`src/rtl/fpu_pkg.sv`:
```
// Shared constants and field layout for the float-to-integer converter.
package fpu_pkg;

  localparam logic [7:0]  BIAS    = 8'd127;
  localparam logic [7:0]  EXP_OVF = 8'd158;
  localparam logic [7:0]  EXP_INT = 8'd150;  // BIAS + 23: significand is already an integer here
  localparam logic [31:0] INT_MAX = 32'h7FFFFFFF;
  localparam logic [31:0] INT_MIN = 32'h80000000;

  typedef struct packed {
    logic        sign;
    logic [7:0]  exp;
    logic [22:0] man;
  } float_t;

endpackage

```
`src/rtl/ftoi_shift.sv`:
```
// Barrel shifter aligning the 24-bit significand to an integer magnitude,
// truncating any fractional bits shifted out to the right.
module ftoi_shift
  import fpu_pkg::*;
(
  input  logic [23:0] sig_i,
  input  logic [7:0]  exp_i,
  output logic [31:0] mag_o
);

  logic [31:0] sigExt;
  assign sigExt = {8'b0, sig_i};

  // Out-of-range exponents still yield a defined value; the top masks them.
  always_comb begin
    mag_o = '0;
    if (exp_i >= EXP_INT) mag_o = sigExt << (exp_i - EXP_INT);
    else                  mag_o = sigExt >> (EXP_INT - exp_i);
  end

endmodule

```
`src/rtl/ftoi.sv`:
```
// Single-precision float to signed 32-bit integer, truncating toward zero,
// saturating on overflow, with one cycle of registered latency.
module ftoi
  import fpu_pkg::*;
(
  input  logic        clk,
  input  logic        rstn,
  input  logic [31:0] x,
  input  logic        in_valid,
  output logic [31:0] y,
  output logic        ovf,
  output logic        out_valid
);

  float_t      f;
  logic [31:0] mag;
  logic        isNan;
  logic [31:0] y_d, y_q;
  logic        ovf_d, ovf_q;
  logic        vld_q;

  assign f     = x;
  assign isNan = (f.exp == 8'hFF) && (f.man != '0);

  ftoi_shift u_shift (
    .sig_i ({1'b1, f.man}),
    .exp_i (f.exp),
    .mag_o (mag)
  );

  // NaN saturates positive regardless of sign; |x| < 1 collapses to zero.
  always_comb begin
    y_d   = '0;
    ovf_d = 1'b0;
    if (f.exp >= EXP_OVF) begin
      ovf_d = 1'b1;
      y_d   = (f.sign && !isNan) ? INT_MIN : INT_MAX;
    end else if (f.exp >= BIAS) begin
      y_d = f.sign ? (~mag + 32'd1) : mag;
    end
  end

  always_ff @(posedge clk or negedge rstn) begin
    if (!rstn) begin
      y_q   <= '0;
      ovf_q <= 1'b0;
      vld_q <= 1'b0;
    end else begin
      vld_q <= in_valid;
      if (in_valid) begin
        y_q   <= y_d;
        ovf_q <= ovf_d;
      end
    end
  end

  assign y         = y_q;
  assign ovf       = ovf_q;
  assign out_valid = vld_q;

endmodule

```
`config.mk`:
```
export PLATFORM = sky130hd
export DESIGN_NAME = ftoi
export DESIGN_NICKNAME = d
export VERILOG_FILES = /design/src/rtl/fpu_pkg.sv /design/src/rtl/ftoi_shift.sv /design/src/rtl/ftoi.sv
export SDC_FILE = /design/constraint.sdc
export NUM_CORES = 1
export LEC_CHECK = 0
export CORE_UTILIZATION = 25
export DETAILED_ROUTE_END_ITERATION = 12
export HOLD_SLACK_MARGIN = 0.05
export MAX_ROUTING_LAYER = met4
export PLACE_DENSITY_LB_ADDON = 0.3
export SLEW_MARGIN = 20
export SYNTH_ARGS = -nofsm -noshare
export SYNTH_HDL_FRONTEND = slang
export SYNTH_SLANG_ARGS = --single-unit
```
`constraint.sdc`:
```
create_clock -name clk -period 1.5 [get_ports clk]
set_input_delay 0.3 -clock clk [delete_from_list [all_inputs] [get_ports clk]]
set_output_delay 0.3 -clock clk [all_outputs]
set_load 0.03 [all_outputs]
```
* Word-level counts from Yosys, hierarchy flattened
Cells that the tools add are included. W data, S select, Z words.
Storage, ports and cells: register bits 34, input bits 35, output and inout port bits 34, word-level logic and storage cells 23
Operators by class: $add $sub $neg 3, magnitude comparators 3, equal/unequal tests 1, shifts and indexed selects 2, muxes and demuxes 6, bitwise logic cells 1, reduce and logical (&&, ||, !) cells 4
Operators by type and width (count):
- $mux W32 | 5
- $add A32 B1 Y32 const B | 1
- $not A32 Y32 | 1
- $shl A24 B8 Y32 | 1
- $shr A24 B8 Y32 | 1
- $reduce_bool A23 Y1 | 1
- $ge A8 B8 Y1 const B | 2
- $eq A8 B8 Y1 const B | 1
- $ge A8 B7 Y1 const B | 1
- $sub A8 B8 Y8 const A | 1
- $sub A8 B8 Y8 const B | 1
- $logic_and A1 B1 Y1 | 2
- $logic_not A1 Y1 | 1
- $mux W1 | 1

* Longest topological paths before layout
Gate-level depths: netlist (run 1).
depth in word-level cells 8, gate-level depth with buffers 20, gate-level depth less buffers 15

* Cells and area by module
From an unflattened synthesis (run 1), not the netlist that was laid out.
Unflattened totals: cell total of the unflattened synthesis 684, area total of the unflattened synthesis 5572.8 µm²
Modules (own cells, without submodules):
- ftoi_shift | times used 1, cells an instance 432, area each 3291.9 µm², sequential area each 0.0 µm²
- ftoi | times used 1, cells an instance 252, area each 2280.9 µm², sequential area each 850.8 µm²

* Least setup slack after synthesis (run 1)
Ideal clock, no wire load.
kind input-to-reg, start in x[23], end reg y_q[26] (netlist: y[26]), library setup time 0.065 ns, arrival time 4.822 ns, data required time 1.435 ns, setup slack -3.387 ns, cell stages on the path 19, path buffers 5, path through buf_6 buf_4 inv_1 buf_2 ha_1 buf_4 buf_4 mux2_2 mux4_2 and2_1 a32oi_1 o211a_1 ha_1 nor4b_1 nand2_1 or4_4 or3_4 nor4b_2 a211o_1
Between the ends: longest elaborated chain between the ends 8, elaborated cells on any way between the ends 18, those cells by class 3 x add/sub; 3 x order compare; 1 x eq/ne; 2 x shift; 5 x mux; 1 x bitwise; 3 x reduce/logical
RTL lines:
- start: declaration | line ftoi.sv:8 | input logic [31:0] x,
- $sub A8 B8 Y8 (on tied branches) | line ftoi_shift.sv:18, ftoi_shift.sv:17
- $shr A24 B8 Y32 or $shl A24 B8 Y32 (tied branches) | line ftoi_shift.sv:18, ftoi_shift.sv:17
- $mux W32 | line ftoi_shift.sv:17 | if (exp_i >= EXP_INT) mag_o = sigExt << (exp_i - EXP_INT);
- $not A32 Y32 | line ftoi.sv:39 | y_d = f.sign ? (~mag + 32'd1) : mag;
- $add A32 B1 Y32 | line ftoi.sv:39
- $mux W32 | line ftoi.sv:39
- $mux W32 | line ftoi.sv:38 | end else if (f.exp >= BIAS) begin
- $mux W32 * | line ftoi.sv:35 | if (f.exp >= EXP_OVF) begin
- end signal: assignment | line ftoi.sv:51 | y_q <= y_d;
- end: declaration | line ftoi.sv:18 | logic [31:0] y_d, y_q;
Every way passes the cells marked *; elsewhere a longest branch is shown, timed or not. A chain may end at the register's enable or synchronous reset.

* Worst setup path in the final report (run 1)
Same ends and word-level chain as after synthesis.

==> metrics.csv, run 1 <==
metric,value,unit
status,finished with violations,
violations,setup timing,
initial_core_util,0.2555,
portBuffers,68,
drtPass1Iterations,5,
r2r_end,y[26],
htree_levels,2,
vias,7404,
switching_share,0.4218,
drt-vias-per-instance,5.400,
crit_family,simple AND/OR/NAND/NOR gates,
cp.depth,16,
die_h,154.3,um
finalHoldViolations,0,
path_clk_slew,0.05,ns
grt_pass1_vias,7361,
cp.required,1.72,ns
die_area,23820,sq um
hold_slack,0.3877,ns
syn_nets,772,
setup_slack,-2.189,ns
crit_slowest_cell,mux4_2,
max-cap-violations,0,
syn-instance-count,731,
wirelength,26.94,mm
finalInstanceArea,10430,sq um
final.setup.tns,-60.13,ns
power_leakage,4.573,nW
vdd_drop_max,494.4,uV
clk_latency,0.28,ns
numCtsBuffers,5,
r2r_slack,0.38,ns
crit_buf_inv,3,
r2r-start,y[26],
placed_area,8999,sq um
worstMarginPinSlew,0.6237,ns
ant_nets,0,
grt_usage,0.2274,
ys.flop_type,dfrtp_1,
path_max_fanout,5,
async_reset_ff_frac,1.000,
yosysTopAreaCellShare,0.1466,
drtIter0Drc,613,
cell_internal_pwr,0.004422,W
core_area,22710,sq um
rsz0062_at_grt,true,
max_freq,0.2711,GHz
p_sw,0.003226,W
layout_min_cycle_time,3.689,ns
cts_buffer_depth,2,
final_nets,1126,
setup.worst_path.end,y[26],
maxSlewHeadroom,0.5812,
grt_max_degree,35,
antenna_found_initial,0,
grt_pass1_wl,41.29,mm
cts-root-buf,clkbuf_16,
power-per-cell-area,733.3,nW/um^2
pwr-share-clk,0.132,
critPathKind,in -> reg,
post-route-period-util,2.459,
ys_ff_latch,34,
synth_edf_count,0,
io_pins,69,
synth.area.top_cells,"dfrtp_1 (15%), mux4_2 (12%), mux2i_1 (6.6%), mux2_2 (5.4%), a21oi_1 (4.9%)",
slew_violations,0,
pre_cts_ws,-2.798,ns
synth_cell_types,85,
detailed_place_hpwl,21.31,mm
nFillCells,2188,
syn_avg_cell_area,7.937,sq um
grt_overflow,0,
worst_hold_path_type,in -> async,
drt-wirelength-per-cell,19.65,um
drive_gt1_frac,0.5101,
worst_ep_arrival_time,3.91,ns
n_antenna_cell,0,
p_seq_frac,0.148,
synth_top_cell_by_area,dfrtp_1,
startpoint,x[23],
comb_power_share,0.720,
skew,0,ns
die_width,154.3,um
cpPeakStageDelay,0.51,ns
final_util,0.4593,
synth_area,5802,sq um
worstPathCellList,"buf_8, inv_6, ha_4, buf_6, mux2_4, mux4_2, and2_4, a32oi_2, o211a_4, ha_4, nor4b_4, nand2_2, or4_4, or3_4, nor4b_4, a211o_1",
cts_tree,built,
yosysSeqAreaShare,0.1466,
cp-end-kind,flip-flop,
start_kind,input pin,
setup_viol,32,
area_delta_synth_final,79.77,%
yosys_warnings,0,
remaining_drc_errors,0,
finalWeightedCongestion,0.9629,
clock-sinks,34,
r2r_cells,4,
row_count,55,
==> sequential cells by signal (all words and copies together), names as in the netlist <==
register and cells:
y 32, out_valid 1, ovf 1
==> final cells by class <==
type	instances	area, sq um	share of cell area
Sequential cell	34	850.8	0.08157
Tap cell	285	356.6	0.03419
Clock inverter	1	5.005	0.0004798
Inverter	14	57.56	0.005518
Clock buffer	7	142.6	0.01368
Multi-Input combinational cell	619	5528	0.5300
Timing Repair Buffer	411	3490	0.3346
==> routing by layer <==
| metal | vias to the layer above | GRT usage | share of wire |
|---|---|---|---|
| met5 | - | - | 0 |
| met4 | 0 | 0.08157 | 0.033 |
| met2 | 265 | 0.3773 | 0.48 |
| met1 | 3583 | 0.2924 | 0.44 |
| li1 | 3502 | - | - |
| met3 | 54 | 0.01457 | 0.045 |
==> worst min path at each step <==
stage | start | end | slack [ns] | cells past startpoint
6_report | rstn | y[24] | 0.39 | 2
5_1_grt | rstn | y[31] | 0.40 | 2
4_1_cts | rstn | y[31] | 0.39 | 2
3_5_place_dp | y[0] | y[0] | 0.50 | 1
3_3_place_gp | y[0] | y[0] | 0.47 | 1
2_1_floorplan | rstn | out_valid | 0.004 | 0
==> worst register-to-register path: cells and delay by family (launching register included) <==
family | cells | cell delay, ns
flip-flops | 1 | 0.38
AO/OA/AOI/OAI | 2 | 0.34
buffers and inverters | 1 | 0.15
AND/OR/NAND/NOR | 1 | 0.13
==> cells in the final DEF (no fill, tap or decap), types with 23 or more instances in the layout <==
master | Yosys | routed
nand2_1 | 63 | 59
mux2i_1 | 38 | 26
mux4_2 | 30 | 30
nor3_1 | 31 | 23
nor2_1 | 62 | 59
dlygate4sd2_1 | 0 | 54
nand3_1 | 27 | 26
buf_4 | 5 | 296
dfrtp_1 | 34 | 34
a21oi_1 | 57 | 41
o21ai_0 | 54 | 39
buf_6 | 3 | 33
==> power groups by stage <==
stage	registers, W	clock network, W	logic (W)
finish	0.00113	0.00101	0.00551
global route	0.00115	0.00108	0.00582
global placement	0.00114	0	0.00450
CTS	0.00113	0.00103	0.00495
detailed placement	0.00115	0	0.00452
floorplan	0.00143	0	0.00217
==> cell families (layout without fill, tap and decap cells) <==
family | after synthesis | in the layout | share of synthesized area
multiplexers | 96 | 96 | 0.2364
XOR/XNOR | 41 | 41 | 0.06189
buffers and inverters | 78 | 433 | 0.06254
AO/OA/AOI/OAI | 223 | 223 | 0.2553
flip-flops | 34 | 34 | 0.1466
AND/OR/NAND/NOR | 253 | 253 | 0.2243
adder cells (fa/ha/maj) | 6 | 6 | 0.01294
==> Yosys cell counts (3+ instances only) <==
cell and instances:
nand2_1 63, nor2_1 62, a21oi_1 57, o21ai_0 54, mux2i_1 38, dfrtp_1 34, clkbuf_1 31, nor3_1 31
mux4_2 30, mux2_2 28, nand3_1 27, xnor2_1 26, buf_2 22, xor2_1 15, o31ai_1 14, inv_1 13
a31oi_1 11, a211oi_1 8, nand2b_1 8, nand4_1 8, nor4_1 8, o21a_1 8, a22oi_1 7, o211ai_1 7
o32ai_1 7, a21o_1 6, and3_1 6, ha_1 6, buf_4 5, a311oi_1 4, and2_1 4, nor4b_1 4
a211o_1 3, a32oi_1 3, buf_6 3, nor2b_1 3, o22ai_1 3, o41ai_2 3, or2_2 3, or3_1 3
==> repair_timing <==
action | CTS | global route
hold buffers | 0 | 0
gates resized for setup | 160 | 108
buffers inserted | 35 | 20
endpoints found under the setup margin | 67 | 33
pin swaps | 39 | 66
cloned | 1 | 1
hold endpoints to repair | 0 | 0
==> through the flow <==
stage	total power, W	cells
global placement	0.005645	1312
detailed placement	0.005672	1312
finish	0.007648	1371
floorplan	0.003598	731
global route	0.008048	1371
CTS	0.007109	1355
Power figures use the tool's default switching activity.
==> run 2: changes to the inputs <==
--- a/config.mk
+++ b/config.mk
@@ -7,6 +7,7 @@
 export LEC_CHECK = 0
 export CORE_UTILIZATION = 25
 export DETAILED_ROUTE_END_ITERATION = 12
+export GPL_TIMING_DRIVEN = 0
 export HOLD_SLACK_MARGIN = 0.05
 export MAX_ROUTING_LAYER = met4
 export PLACE_DENSITY_LB_ADDON = 0.3
==> metrics.csv, run 2 (synthesized netlist as in run 1, its figures left out) <==
metric,value,unit,change
final_nets,927,,was 1126
setup_slack,-2.711,ns,was -2.189 ns
numCtsBuffers,5,,unchanged
max_freq,0.2375,GHz,was 0.2711 GHz
drive_gt1_frac,0.3612,,was 0.5101
drt-wirelength-per-cell,22.16,um,was 19.65 um
grt_pass1_vias,6420,,was 7361
worst_ep_arrival_time,4.43,ns,was 3.91 ns
maxSlewHeadroom,0.2751,,was 0.5812
nFillCells,2295,,was 2188
die_h,154.3,um,unchanged
initial_core_util,0.2555,,unchanged
cp-end-kind,flip-flop,,unchanged
htree_levels,2,,unchanged
cts_tree,built,,unchanged
grt_overflow,0,,unchanged
power-per-cell-area,811.8,nW/um^2,was 733.3 nW/um^2
multi_input_area,5399,sq um,was 5528 sq um
core_area,22710,sq um,unchanged
comb_power_share,0.673,,was 0.720
grt_usage,0.2163,,was 0.2274
path_clk_slew,0.05,ns,about the same
grt_max_degree,32,,was 35
grt_pass1_wl,38.72,mm,was 41.29 mm
cts_buffer_depth,2,,unchanged
detailed_place_hpwl,18.79,mm,was 21.31 mm
slew_violations,0,,unchanged
finalHoldViolations,0,,unchanged
area_delta_synth_final,49.51,%,was 79.77%
ant_nets,0,,unchanged
remaining_drc_errors,0,,unchanged
io_pins,69,,unchanged
setup_viol,32,,unchanged
power_leakage,3.440,nW,was 4.573 nW
crit_buf_inv,8,,was 3
path_max_fanout,5,,unchanged
largest_reg_flops,32,,unchanged
post-route-period-util,2.807,,was 2.459
cts-root-buf,clkbuf_16,,unchanged
vdd_drop_max,433.6,uV,was 494.4 uV
mostFrequentLayoutCells,"buf_4 (66), nand2_1 (59), nor2_1 (59)",,"was buf_4 (296), nand2_1 (59), nor2_1 (59)"
finalWeightedCongestion,0.9421,,was 0.9629
drtIter0Drc,572,,was 613
final_util,0.3820,,was 0.4593
layout_min_cycle_time,4.211,ns,was 3.689 ns
pwr-share-clk,0.167,,was 0.132
start_kind,input pin,,unchanged
crit_slowest_cell,mux4_2,,unchanged
p_seq_frac,0.160,,was 0.148
worstMarginPinSlew,1.087,ns,was 0.6237 ns
p_sw,0.003073,W,was 0.003226 W
drtPass1Iterations,7,,was 5
clock-sinks,34,,unchanged
final_common_cell,buf_4,,unchanged
worstPathCellList,"buf_8, buf_12, buf_12, inv_8, buf_12, ha_4, buf_8, buf_8, mux2_4, mux4_2, and2_1, a32oi_1, o211a_4, ha_4, nor4b_4, nand2_2, buf_6, or4_4, or3_4, nor4b_4, a211o_1",,"was buf_8, inv_6, ha_4, buf_6, mux2_4, mux4_2, and2_4, a32oi_2, o211a_4, ha_4, nor4b_4, nand2_2, or4_4, or3_4, nor4b_4, a211o_1"
r2r_cells,5,,was 4
die_area,23820,sq um,unchanged
drt-vias-per-instance,5.926,,was 5.400
wirelength,25.95,mm,was 26.94 mm
portBuffers,64,,was 68
hold_slack,0.3679,ns,was 0.3877 ns
status,finished with violations,,unchanged
seqCellArea,850.8,sq um,unchanged
violations,setup timing,,unchanged
die_width,154.3,um,unchanged
cp.depth,21,,was 16
rsz0062_at_grt,true,,unchanged
antenna_found_initial,0,,unchanged
vias,6939,,was 7404
n_antenna_cell,0,,unchanged
cp.required,1.72,ns,about the same
row_count,55,,unchanged
switching_share,0.4364,,was 0.4218
skew,0,ns,unchanged
cpPeakStageDelay,0.50,ns,was 0.51 ns
clk_latency,0.28,ns,about the same
worst_hold_path_type,in -> async,,unchanged
critPathKind,in -> reg,,unchanged
crit_family,simple AND/OR/NAND/NOR gates,,unchanged
cell_internal_pwr,0.003969,W,was 0.004422 W
max-cap-violations,0,,unchanged
run 2: worst paths after layout:
check	from	end	slack (ns)
worst max-delay path	x[23]	y[26]	-2.71
worst min-delay path	rstn	ovf	0.37
worst max register to register	y[26]	y[26]	0.20
worst min register to register	y[0]	y[0]	0.47
max in group asynchronous	rstn	y[0]	0.75
min in group clk	y[0]	y[0]	0.47
run 2: layout make-up:
type                       count  share of cell area
buffer                        62             0.05250
clock buffer                   6             0.01601
clock inverter                 1            0.003462
inverter                      14            0.006923
multi-input combinational    619              0.6224
sequential                    34             0.09808
tap                          285             0.04111
timing repair buffer         150              0.1595
run 2: metal layers:
layer,global-route usage,routed length (um),vias to the layer above
met2,0.3418,12040,410
met1,0.2914,11050,3372
met5,-,0,-
met3,0.01877,2001,54
met4,0.07025,862,0
li1,-,-,3103
run 2: what timing repair did:
action	in CTS	in global routing
setup endpoints to repair	67	33
hold buffers	1	0
pin swaps	49	64
endpoints found under the hold margin	34	0
setup buffers	61	26
gates resized for setup	190	65
gates cloned	1	0
run 2: power groups by stage:
stage / logic, W / clock network, W / registers [W]
after global placement: 0.00358 / 0 / 0.00115
after floorplan: 0.00217 / 0 / 0.00143
after CTS: 0.00417 / 0.00120 / 0.00113
after detailed placement: 0.00358 / 0 / 0.00115
after global routing: 0.00498 / 0.00123 / 0.00114
final: 0.00474 / 0.00117 / 0.00113
run 2: per-stage QoR:
step | setup WS (ns) | power (W) | area (sq um) | instances | setup TNS, ns
after global routing | -2.811 | 0.007360 | 8675 | 1171 | -78.99
after detailed placement | -4.009 | 0.004728 | 7022 | 1081 | -110.89
after floorplan | -2.719 | 0.003598 | 6010 | 731 | -70.38
final | -2.711 | 0.007042 | 8675 | 1171 | -75.69
after global placement | -4.016 | 0.004731 | 7007 | 1080 | -129.83
after CTS | -2.781 | 0.006501 | 8215 | 1149 | -75.66
